$ cat src/rtl/fifo_read_streamer_pkg.sv
// Shared definitions for the FIFO read-side stream adapter and any matching
// write-side stream feeder: occupancy encodings, buffer entry type, helpers.
package fifo_read_streamer_pkg;

    localparam logic [1:0] OCC_EMPTY = 2'd0;
    localparam logic [1:0] OCC_ONE   = 2'd1;
    localparam logic [1:0] OCC_FULL  = 2'd2;

    // Default word width of a stream entry; modules with a different width
    // build their own entry struct of the same shape.
    localparam int unsigned ENTRY_DSIZE = 8;

    // One buffered stream word together with its end-of-burst tag.
    typedef struct packed {
        logic                   last;
        logic [ENTRY_DSIZE-1:0] data;
    } stream_entry_t;

    // Occupancy after one cycle: add a push, remove a pop, clamp to 0..2.
    // A push into a full buffer without a pop is dropped.
    function automatic logic [1:0] occ_next(input logic [1:0] occ,
                                            input logic       push,
                                            input logic       pop);
        logic [2:0] sum_v;
        sum_v = {1'b0, occ} + {2'b00, push};
        if (pop && (sum_v != 3'd0)) begin
            sum_v = sum_v - 3'd1;
        end else begin
            sum_v = sum_v;
        end
        if (sum_v > 3'd2) begin
            sum_v = 3'd2;
        end else begin
            sum_v = sum_v;
        end
        return sum_v[1:0];
    endfunction

endpackage

$ cat src/rtl/stream_buf2.sv
// Two-entry ordered register buffer. The head entry is always the oldest word
// and is presented directly from a register; flush empties the buffer.
module stream_buf2
    import fifo_read_streamer_pkg::*;
#(
    parameter type entry_t = stream_entry_t
) (
    input  logic       clk,
    input  logic       rst,
    input  logic       flush,
    input  logic       push,
    input  entry_t     push_entry,
    input  logic       pop,
    output entry_t     head,
    output logic       head_valid,
    output logic [1:0] occupancy
);

    entry_t     head_r;
    entry_t     tail_r;
    entry_t     head_s;
    entry_t     tail_s;
    logic [1:0] occ_r;
    logic [1:0] occ_s;
    logic       valid_r;

    // Next-state of the two slots: new words land in the first free slot,
    // a pop promotes the tail (or an incoming word) to the head.
    always_comb begin
        head_s = head_r;
        tail_s = tail_r;
        occ_s  = occ_r;
        if (flush) begin
            occ_s = OCC_EMPTY;
        end else begin
            case (occ_r)
                OCC_EMPTY: begin
                    if (push) begin
                        head_s = push_entry;
                    end else begin
                        head_s = head_r;
                    end
                end
                OCC_ONE: begin
                    if (push && pop) begin
                        head_s = push_entry;
                    end else if (push) begin
                        tail_s = push_entry;
                    end else begin
                        head_s = head_r;
                    end
                end
                OCC_FULL: begin
                    if (pop) begin
                        head_s = tail_r;
                        if (push) begin
                            tail_s = push_entry;
                        end else begin
                            tail_s = tail_r;
                        end
                    end else begin
                        head_s = head_r;
                    end
                end
                default: begin
                    head_s = head_r;
                end
            endcase
            occ_s = occ_next(occ_r, push, pop);
        end
    end

    // Slot, occupancy and valid registers; reset clears the stored words.
    always_ff @(posedge clk) begin
        if (rst) begin
            head_r  <= '0;
            tail_r  <= '0;
            occ_r   <= OCC_EMPTY;
            valid_r <= 1'b0;
        end else begin
            head_r  <= head_s;
            tail_r  <= tail_s;
            occ_r   <= occ_s;
            valid_r <= (occ_s != OCC_EMPTY);
        end
    end

    assign head       = head_r;
    assign head_valid = valid_r;
    assign occupancy  = occ_r;

endmodule

$ cat src/rtl/fifo_read_streamer.sv
// Drains the async FIFO read side into a valid/ready stream through a
// two-word prefetch buffer, tags burst ends and counts delivered words.
module fifo_read_streamer
    import fifo_read_streamer_pkg::*;
#(
    parameter int DSIZE     = 8,
    parameter int BURST_LEN = 16,
    parameter int CNT_W     = 16
) (
    input  logic             rclk,
    input  logic             rrst,
    input  logic [DSIZE-1:0] rdata,
    input  logic             rempty,
    output logic             rout,
    input  logic             flush,
    output logic [DSIZE-1:0] m_data,
    output logic             m_valid,
    input  logic             m_ready,
    output logic             m_last,
    output logic [1:0]       occupancy,
    output logic [CNT_W-1:0] word_count
);

    localparam int POS_W = (BURST_LEN > 1) ? $clog2(BURST_LEN) : 1;
    localparam logic [POS_W-1:0] POS_LAST = POS_W'(BURST_LEN - 1);

    typedef struct packed {
        logic             last;
        logic [DSIZE-1:0] data;
    } entry_t;

    logic [POS_W-1:0] pos_r;
    logic [CNT_W-1:0] count_r;
    logic             pop_s;
    logic             xfer_s;
    entry_t           push_entry_s;
    entry_t           head_s;
    logic             head_valid_s;
    logic [1:0]       occ_s;

    // The read strobe looks only at registered occupancy and rempty, so the
    // downstream ready never reaches the FIFO combinationally.
    assign rout   = !rrst && !flush && !rempty && (occ_s != OCC_FULL);
    assign pop_s  = rout;
    assign xfer_s = head_valid_s && m_ready;

    assign push_entry_s.last = (pos_r == POS_LAST);
    assign push_entry_s.data = rdata;

    stream_buf2 #(
        .entry_t (entry_t)
    ) u_buf (
        .clk        (rclk),
        .rst        (rrst),
        .flush      (flush),
        .push       (pop_s),
        .push_entry (push_entry_s),
        .pop        (xfer_s),
        .head       (head_s),
        .head_valid (head_valid_s),
        .occupancy  (occ_s)
    );

    // Burst position advances per popped word and restarts on reset or flush.
    always_ff @(posedge rclk) begin
        if (rrst || flush) begin
            pos_r <= '0;
        end else if (pop_s) begin
            if (pos_r == POS_LAST) begin
                pos_r <= '0;
            end else begin
                pos_r <= pos_r + POS_W'(1);
            end
        end else begin
            pos_r <= pos_r;
        end
    end

    // Delivered-word counter; a handshake during flush still counts.
    always_ff @(posedge rclk) begin
        if (rrst) begin
            count_r <= '0;
        end else if (xfer_s) begin
            count_r <= count_r + CNT_W'(1);
        end else begin
            count_r <= count_r;
        end
    end

    assign m_data     = head_s.data;
    assign m_last     = head_s.last;
    assign m_valid    = head_valid_s;
    assign occupancy  = occ_s;
    assign word_count = count_r;

endmodule

$ cat config.mk
export PLATFORM = sky130hd
export DESIGN_NAME = fifo_read_streamer
export DESIGN_NICKNAME = d
export VERILOG_FILES = /design/src/rtl/fifo_read_streamer_pkg.sv /design/src/rtl/stream_buf2.sv /design/src/rtl/fifo_read_streamer.sv
export SDC_FILE = /design/constraint.sdc
export NUM_CORES = 1
export LEC_CHECK = 0
export ABC_AREA = 1
export BUFFER_PORTS_ARGS = -buffer_cell sky130_fd_sc_hd__buf_2
export CORE_ASPECT_RATIO = 0.7
export CORE_MARGIN = 8
export CORE_UTILIZATION = 48
export DETAILED_ROUTE_END_ITERATION = 6
export PLACE_DENSITY = 0.82
export SLEW_MARGIN = 20
export SYNTH_ARGS = -nofsm -noshare
export SYNTH_HDL_FRONTEND = slang
export SYNTH_SLANG_ARGS = --single-unit
$ cat constraint.sdc
create_clock -name rclk -period 2.1 [get_ports rclk]
set_clock_uncertainty 0.05 [all_clocks]
set_input_delay 0.42 -clock rclk [delete_from_list [all_inputs] [get_ports rclk]]
set_output_delay 0.42 -clock rclk [all_outputs]
set_load 0.05 [all_outputs]
======== Yosys cells after proc, flatten, opt, wreduce, memory -nomap -nowiden ========
Cells that the tools add are included.
operators by class
  equal/unequal tests ..................... 8
  add/subtract/negate cells ............... 4
  muxes and demuxes ....................... 13
  reduce and logical (&&, ||, !) cells .... 17
  $lt $le $gt $ge ......................... 1
  bitwise operators ....................... 1
operators by type and width
  cell                                                 count
  2-to-1 mux 9 bit                                     6
  case mux 9 bit (3 select lines)                      1
  case mux 9 bit (2 select lines)                      1
  adder 16 x 1 -> 16 bit, second input constant        1
  logical AND 1 bit                                    6
  2-to-1 mux 3 bit                                     2
  != test 2 x 1 -> 1 bit, second input constant        3
  nonzero test 3 bit                                   2
  AND reduction 5 bit                                  1
  adder 4 x 1 -> 4 bit, second input constant          1
  equality test 4 bit, second input constant           1
  2-to-1 mux 2 bit                                     2
  2-to-1 mux 4 bit                                     1
  != test 2 bit, second input constant                 2
  AND reduction 4 bit                                  1
  nonzero test 2 bit                                   2
  adder 2 x 1 -> 3 bit                                 1
  > comparator 3 x 2 -> 1 bit, second input constant   1
  zero test 1 bit                                      3
  subtractor 3 x 1 -> 3 bit, second input constant     1
  equality test 2 x 1 -> 1 bit, second input constant  1
  equality test 2 bit, second input constant           1
  zero test 2 bit                                      1
  logical OR 1 bit                                     1
  NOT 1 bit                                            1
word-level totals
  flip-flop bits (word level) ............. 41
  output and inout bits ................... 29
  input port bits ......................... 13

======== Longest topological paths before layout ========
  word-level depth ........................ 13
  gate-level depth with buffers ........... 15

======== Hierarchy ========
From an unflattened synthesis, not the netlist that was laid out.
unflattened totals
  cell total of the unflattened synthesis .. 343
  area, all modules ....................... 2237.1 um2
by module, submodules not included
  module              instances  cells each  sequential area each (um2)  area an instance (um2)
  stream_buf2         1          190         420.4                       1173.6
  fifo_read_streamer  1          153         400.4                       1063.5

======== Worst setup path before layout ========
Ideal clock, no wire load.
  path type ............................... register to register
  from .................................... register u_buf.occ_r[1] (netlist: u_buf.occupancy[1])
  to ...................................... register u_buf.valid_r (netlist: u_buf.head_valid)
  setup time .............................. 0.130 ns
  path slack .............................. -0.548 ns
  arrival time ............................ 2.468 ns
  buffers on the path ..................... 0
  clock period less this slack ............ 2.648 ns
  stages on the path, launching flop included .. 13
  cell sequence ........................... dfxtp_1 -> nand2_4 -> nand2_4 -> inv_4 -> ha_1 -> ha_1 -> inv_1 -> ha_1 -> ha_1 -> nor2_1 -> nand3_1 -> o31ai_1 -> o21ai_0
on the way
  word-level cells in the longest chain between the ends .. 11
ends and longest elaborated chain
  what                                                               RTL line                      source
  start: declaration                                                 stream_buf2.sv:23             logic [1:0] occ_r;
  start signal: assignment                                           stream_buf2.sv:83             occ_r <= occ_s;
  != test 2 bit *                                                    fifo_read_streamer.sv:43      assign rout = !rrst && !flush && !rempty && (occ_s != OCC_FULL);
  logical AND 1 bit *                                                fifo_read_streamer.sv:43
  net rout                                                           fifo_read_streamer.sv:14      output logic rout,
  adder 2 x 1 -> 3 bit *                                             fifo_read_streamer_pkg.sv:25  sum_v = {1'b0, occ} + {2'b00, push};
  branches (longest 2 deep; another with subtractor 3 x 1 -> 3 bit)  -
  2-to-1 mux 3 bit *                                                 fifo_read_streamer_pkg.sv:26  if (pop && (sum_v != 3'd0)) begin
  2-to-1 mux 3 bit *                                                 stream_buf2.sv:33             if (flush) begin
  > comparator 3 x 2 -> 1 bit                                        fifo_read_streamer_pkg.sv:31  if (sum_v > 3'd2) begin
  2-to-1 mux 2 bit *                                                 fifo_read_streamer_pkg.sv:31
  2-to-1 mux 2 bit *                                                 stream_buf2.sv:33
  nonzero test 2 bit *                                               stream_buf2.sv:84             valid_r <= (occ_s != OCC_EMPTY);
  end signal: assignment                                             stream_buf2.sv:84
  end: declaration                                                   stream_buf2.sv:25             logic valid_r;
Mark *: on every way through the listed nets, which the timed path passes. The select of a mux whose other input is x is not followed.
A chain may end at the register's enable or synchronous reset.

======== Worst setup path in the final report ========
  from .................................... register u_buf.occ_r[0] (netlist: u_buf.occupancy[0])
  to ...................................... register u_buf.occ_r[0] (netlist: u_buf.occupancy[0])
on the way
  word-level cells in the longest chain between the ends .. 10
ends and longest elaborated chain
  what                                                               RTL line
  != test 2 bit                                                      fifo_read_streamer.sv:43
  logical AND 1 bit                                                  fifo_read_streamer.sv:43
  adder 2 x 1 -> 3 bit *                                             fifo_read_streamer_pkg.sv:25
  branches (longest 2 deep; another with subtractor 3 x 1 -> 3 bit)  -
  2-to-1 mux 3 bit *                                                 fifo_read_streamer_pkg.sv:26
  2-to-1 mux 3 bit *                                                 stream_buf2.sv:33
  > comparator 3 x 2 -> 1 bit                                        fifo_read_streamer_pkg.sv:31
  2-to-1 mux 2 bit *                                                 fifo_read_streamer_pkg.sv:31
  2-to-1 mux 2 bit *                                                 stream_buf2.sv:33
Mark *: on every way between the ends. The select of a mux whose other input is x is not followed.

==> results_dict.tcl <==
set metrics [dict create \
    period_minus_slack_ns 2.028 \
    rr_worst_depth 14 \
    core_area_mm2 0.003875 \
    num_vias 1840 \
    clock_latency_on_the_worst_skew_pair_ns 0.29 \
    antenna_found_initial 0 \
    worst-slew-pin-transition_ns 0.3494 \
    worst-r2r-setup-slack_ns 0.07 \
    fin_area_mm2 0.002439 \
    vias_per_cell 5.041 \
    worstHoldStart "rdata[4]" \
    ir_worst_vdd_uv 406.2 \
    die-height_um 68.94 \
    ys_seq_area_share_pct 42.71 \
    powerDensity_mw_per_mm2 646.4 \
    hold_path.class "input port to flop" \
    finalSetupViolations 0 \
    horizontal_extent_of_the_die_um 91.63 \
    total_power_w 0.001576 \
    maxCapViolations 0 \
    cts_inserted_buffers 5 \
    clk_pin_slew_ns 0.08 \
    ant_nets 0 \
    floorplan.rows 19 \
    post_dp_cell_area_mm2 0.002315 \
    rsz0062_at_grt "false" \
    worstReg2RegStart "u_buf.occupancy[0]$_SDFF_PP0_" \
    tritoncts "built" \
    final_layout_fill_cell_count 361 \
    multi_input_area_mm2 0.001010 \
    detailed_place_hpwl_um 3473 \
    power_frac_comb_pct 8.3 \
    critPathRequiredTime_ns 2.28 \
    detail_route.iter0.violations 93 \
    num_antenna_cells 0 \
    grt_pass1_vias 1730 \
    number_of_distinct_library_cells_after_synthesis 26 \
    clock_tree.htree_level_count 2 \
    maxClockFrequency_mhz 493.0 \
    fin_crit_sh_pct 96.58 \
    power.sequential.fraction_pct 49.8 \
    yosys_register_bits 41 \
    grt_first_pass_wirelength_um 7610 \
    post_drt_wl_per_cell_um 12.61 \
    cellInternalPower_w 0.001215 \
    hold_viol_final 0 \
    timing.setup.critical_path_class "flop to flop" \
    min_path_cells 3 \
    timing.final.max_slew_violations 0 \
    power_leakage_nw 1.102 \
    cp_max_fo 4 \
    register_area_um2 828.3 \
    gp_congestion 0.8258 \
    io_buffers 41 \
    totalWireLength_um 4604 \
    ctsRootBufferMaster "sky130_fd_sc_hd__clkbuf_8" \
    area_growth_pct 26.89 \
    firstDrtPassIters 4 \
    clock_sinks 41 \
    critical_path_arrival_ns 2.21 \
    overflow 0 \
    switching_share_pct 22.89 \
    pwr-share-clk_pct 41.8 \
    nNetsFinal 332 \
    syn-num-nets 280 \
    fin_util_pct 62.93 \
    top_level_pins 42 \
    synthesis.instances 260 \
    setup.worst_path.end_class "flop" \
    clock_buffer_depth 2 \
    p_switching_w 0.0003608 \
    grt_use_total_pct 15.21 \
    whs_endpoint "u_buf.tail_r[4]$_SDFFE_PP0P_" \
    dp_slack_ns -0.1377 \
    initial_utilization_pct 49.60 \
    drc_errors 0 \
    synth.largest_area_cell "sky130_fd_sc_hd__dfxtp_1" \
    synthesis.yosys.warnings 0 \
    slew_headroom_pct 76.46 \
    status "completed" \
    startpoint_type "flop" \
    postLayoutSetupSlackWorst_ns 0.07181 \
    grt_max_degree 21 \
    reg2reg_to "u_buf.occupancy[0]$_SDFF_PP0_" \
    syn_area_per_cell_um2 7.392 \
    drive_above_1_share_pct 26.20 \
    design.die.area_mm2 0.006317 \
    synthesis.area_mm2 0.001922 \
    synth_area_leaders "sky130_fd_sc_hd__dfxtp_1 (43%), sky130_fd_sc_hd__nand2_1 (8.8%), sky130_fd_sc_hd__a21oi_1 (7.8%)" \
    hold_buffers 0 \
    yosys.area.top_type_share_pct 42.71 \
]
## what timing repair did
item                                    CTS  global route
endpoints found under the setup margin    0             2
resized for setup                         0             0
setup buffers                             0             1
## cell type report
| cell class | count | share of cell area [%] |
|---|---|---|
| Inverter | 37 | 6.003 |
| Sequential cell | 41 | 33.97 |
| Timing Repair Buffer | 50 | 11.19 |
| Multi-Input combinational cell | 177 | 41.41 |
| Tap cell | 52 | 2.668 |
| Clock buffer | 7 | 3.540 |
| Clock inverter | 1 | 1.231 |
## sequential cells by signal, indices dropped and copies added, names as in the netlist
register / flops
u_buf.head: 9
pos_r: 4
word_count: 16
u_buf.tail_r: 9
u_buf.head_valid: 1
u_buf.occupancy: 2
## layer usage
layer	up-vias	routed length (µm)	track usage, %
met1	832	2102	16.85
met5	-	0	0
li1	952	-	-
met4	0	53	6.491
met3	5	356	5.946
met2	51	2092	26.21
## power groups by stage
stage	sequential [W]	combinational [W]	clock, W
global route	0.000787	0.000143	0.000709
CTS	0.000785	0.000131	0.000674
global placement	0.000804	0.000127	0
floorplan	0.000822	0.0000677	0
finish	0.000785	0.000131	0.000660
detailed placement	0.000804	0.000131	0
## cell usage after synthesis
cell type                  number
sky130_fd_sc_hd__nand2_2        1
sky130_fd_sc_hd__clkbuf_1       4
sky130_fd_sc_hd__inv_1         34
sky130_fd_sc_hd__inv_4          1
sky130_fd_sc_hd__dfxtp_1       41
sky130_fd_sc_hd__nor2_1        23
sky130_fd_sc_hd__and3_1         1
sky130_fd_sc_hd__a211oi_1       2
sky130_fd_sc_hd__or2_0          1
sky130_fd_sc_hd__nand4_1        3
sky130_fd_sc_hd__o31ai_1        1
sky130_fd_sc_hd__buf_6          1
sky130_fd_sc_hd__a21oi_1       30
sky130_fd_sc_hd__ha_1           7
sky130_fd_sc_hd__nand2_4        5
sky130_fd_sc_hd__o21a_1         3
sky130_fd_sc_hd__nor3_1         3
sky130_fd_sc_hd__inv_2          2
sky130_fd_sc_hd__nor2_4         3
sky130_fd_sc_hd__nand3_1       19
sky130_fd_sc_hd__o21ai_1        1
sky130_fd_sc_hd__o21bai_1       1
sky130_fd_sc_hd__xor2_1         1
sky130_fd_sc_hd__o21ai_0       26
sky130_fd_sc_hd__nor2_2         1
sky130_fd_sc_hd__nand2_1       45
## cell usage in the layout, fill, tap and decap left out, drive strengths merged
cell,n
nor3,3
o21bai,1
bufinv,1
buf,50
a211oi,2
o21ai,27
inv,37
a21oi,30
clkbuf,7
nand3,19
nand4,3
xor2,1
o31ai,1
ha,7
o21a,3
dfxtp,41
nor2,27
nand2,51
or2,1
and3,1
## how the worst max path moves through the flow
stage                                        from                            end  depth (start not counted)
detailed placement                           rrst  u_buf.occupancy[0]$_SDFF_PP0_                         16
global route        u_buf.occupancy[0]$_SDFF_PP0_    u_buf.head_valid$_SDFF_PP0_                         13
floorplan           u_buf.occupancy[1]$_SDFF_PP0_  u_buf.occupancy[0]$_SDFF_PP0_                         13
CTS                 u_buf.occupancy[0]$_SDFF_PP0_  u_buf.occupancy[0]$_SDFF_PP0_                         14
finish              u_buf.occupancy[0]$_SDFF_PP0_  u_buf.occupancy[0]$_SDFF_PP0_                         14
global placement                             rrst  u_buf.occupancy[0]$_SDFF_PP0_                         16
## stage by stage
step	hold WS (ns)	std cells	TNS, ns
floorplan	0.3745	260	-0.02185
global placement	0.3826	356	-0.03489
detailed placement	0.3932	356	-0.3385
CTS	0.3563	364	0
global route	0.3604	365	0
finish	0.3720	365	0
## cells by family (layout without fill, tap and decap cells)
logic type,after synthesis,in the layout,share of synthesized area [%]
xor+xnor,1,1,0.4558
compound gates,64,64,17.58
fa+ha+maj,7,7,4.557
flops,41,41,42.71
simple gates,105,105,25.98
buf+inv,42,95,8.724
## critical path, cell delays in order, from the launching register on
cell	delay, ns
sky130_fd_sc_hd__dfxtp_4	0.37
sky130_fd_sc_hd__inv_2	0.08
sky130_fd_sc_hd__nand2_4	0.06
sky130_fd_sc_hd__nand2_4	0.08
sky130_fd_sc_hd__inv_8	0.03
sky130_fd_sc_hd__ha_4	0.16
sky130_fd_sc_hd__ha_4	0.27
sky130_fd_sc_hd__inv_2	0.04
sky130_fd_sc_hd__ha_4	0.15
sky130_fd_sc_hd__ha_4	0.15
sky130_fd_sc_hd__nor2_4	0.14
sky130_fd_sc_hd__nand3_2	0.13
sky130_fd_sc_hd__o31ai_4	0.09
sky130_fd_sc_hd__inv_1	0.07
sky130_fd_sc_hd__nor2_1	0.09
No activity file was read; power rests on OpenSTA's default activity.
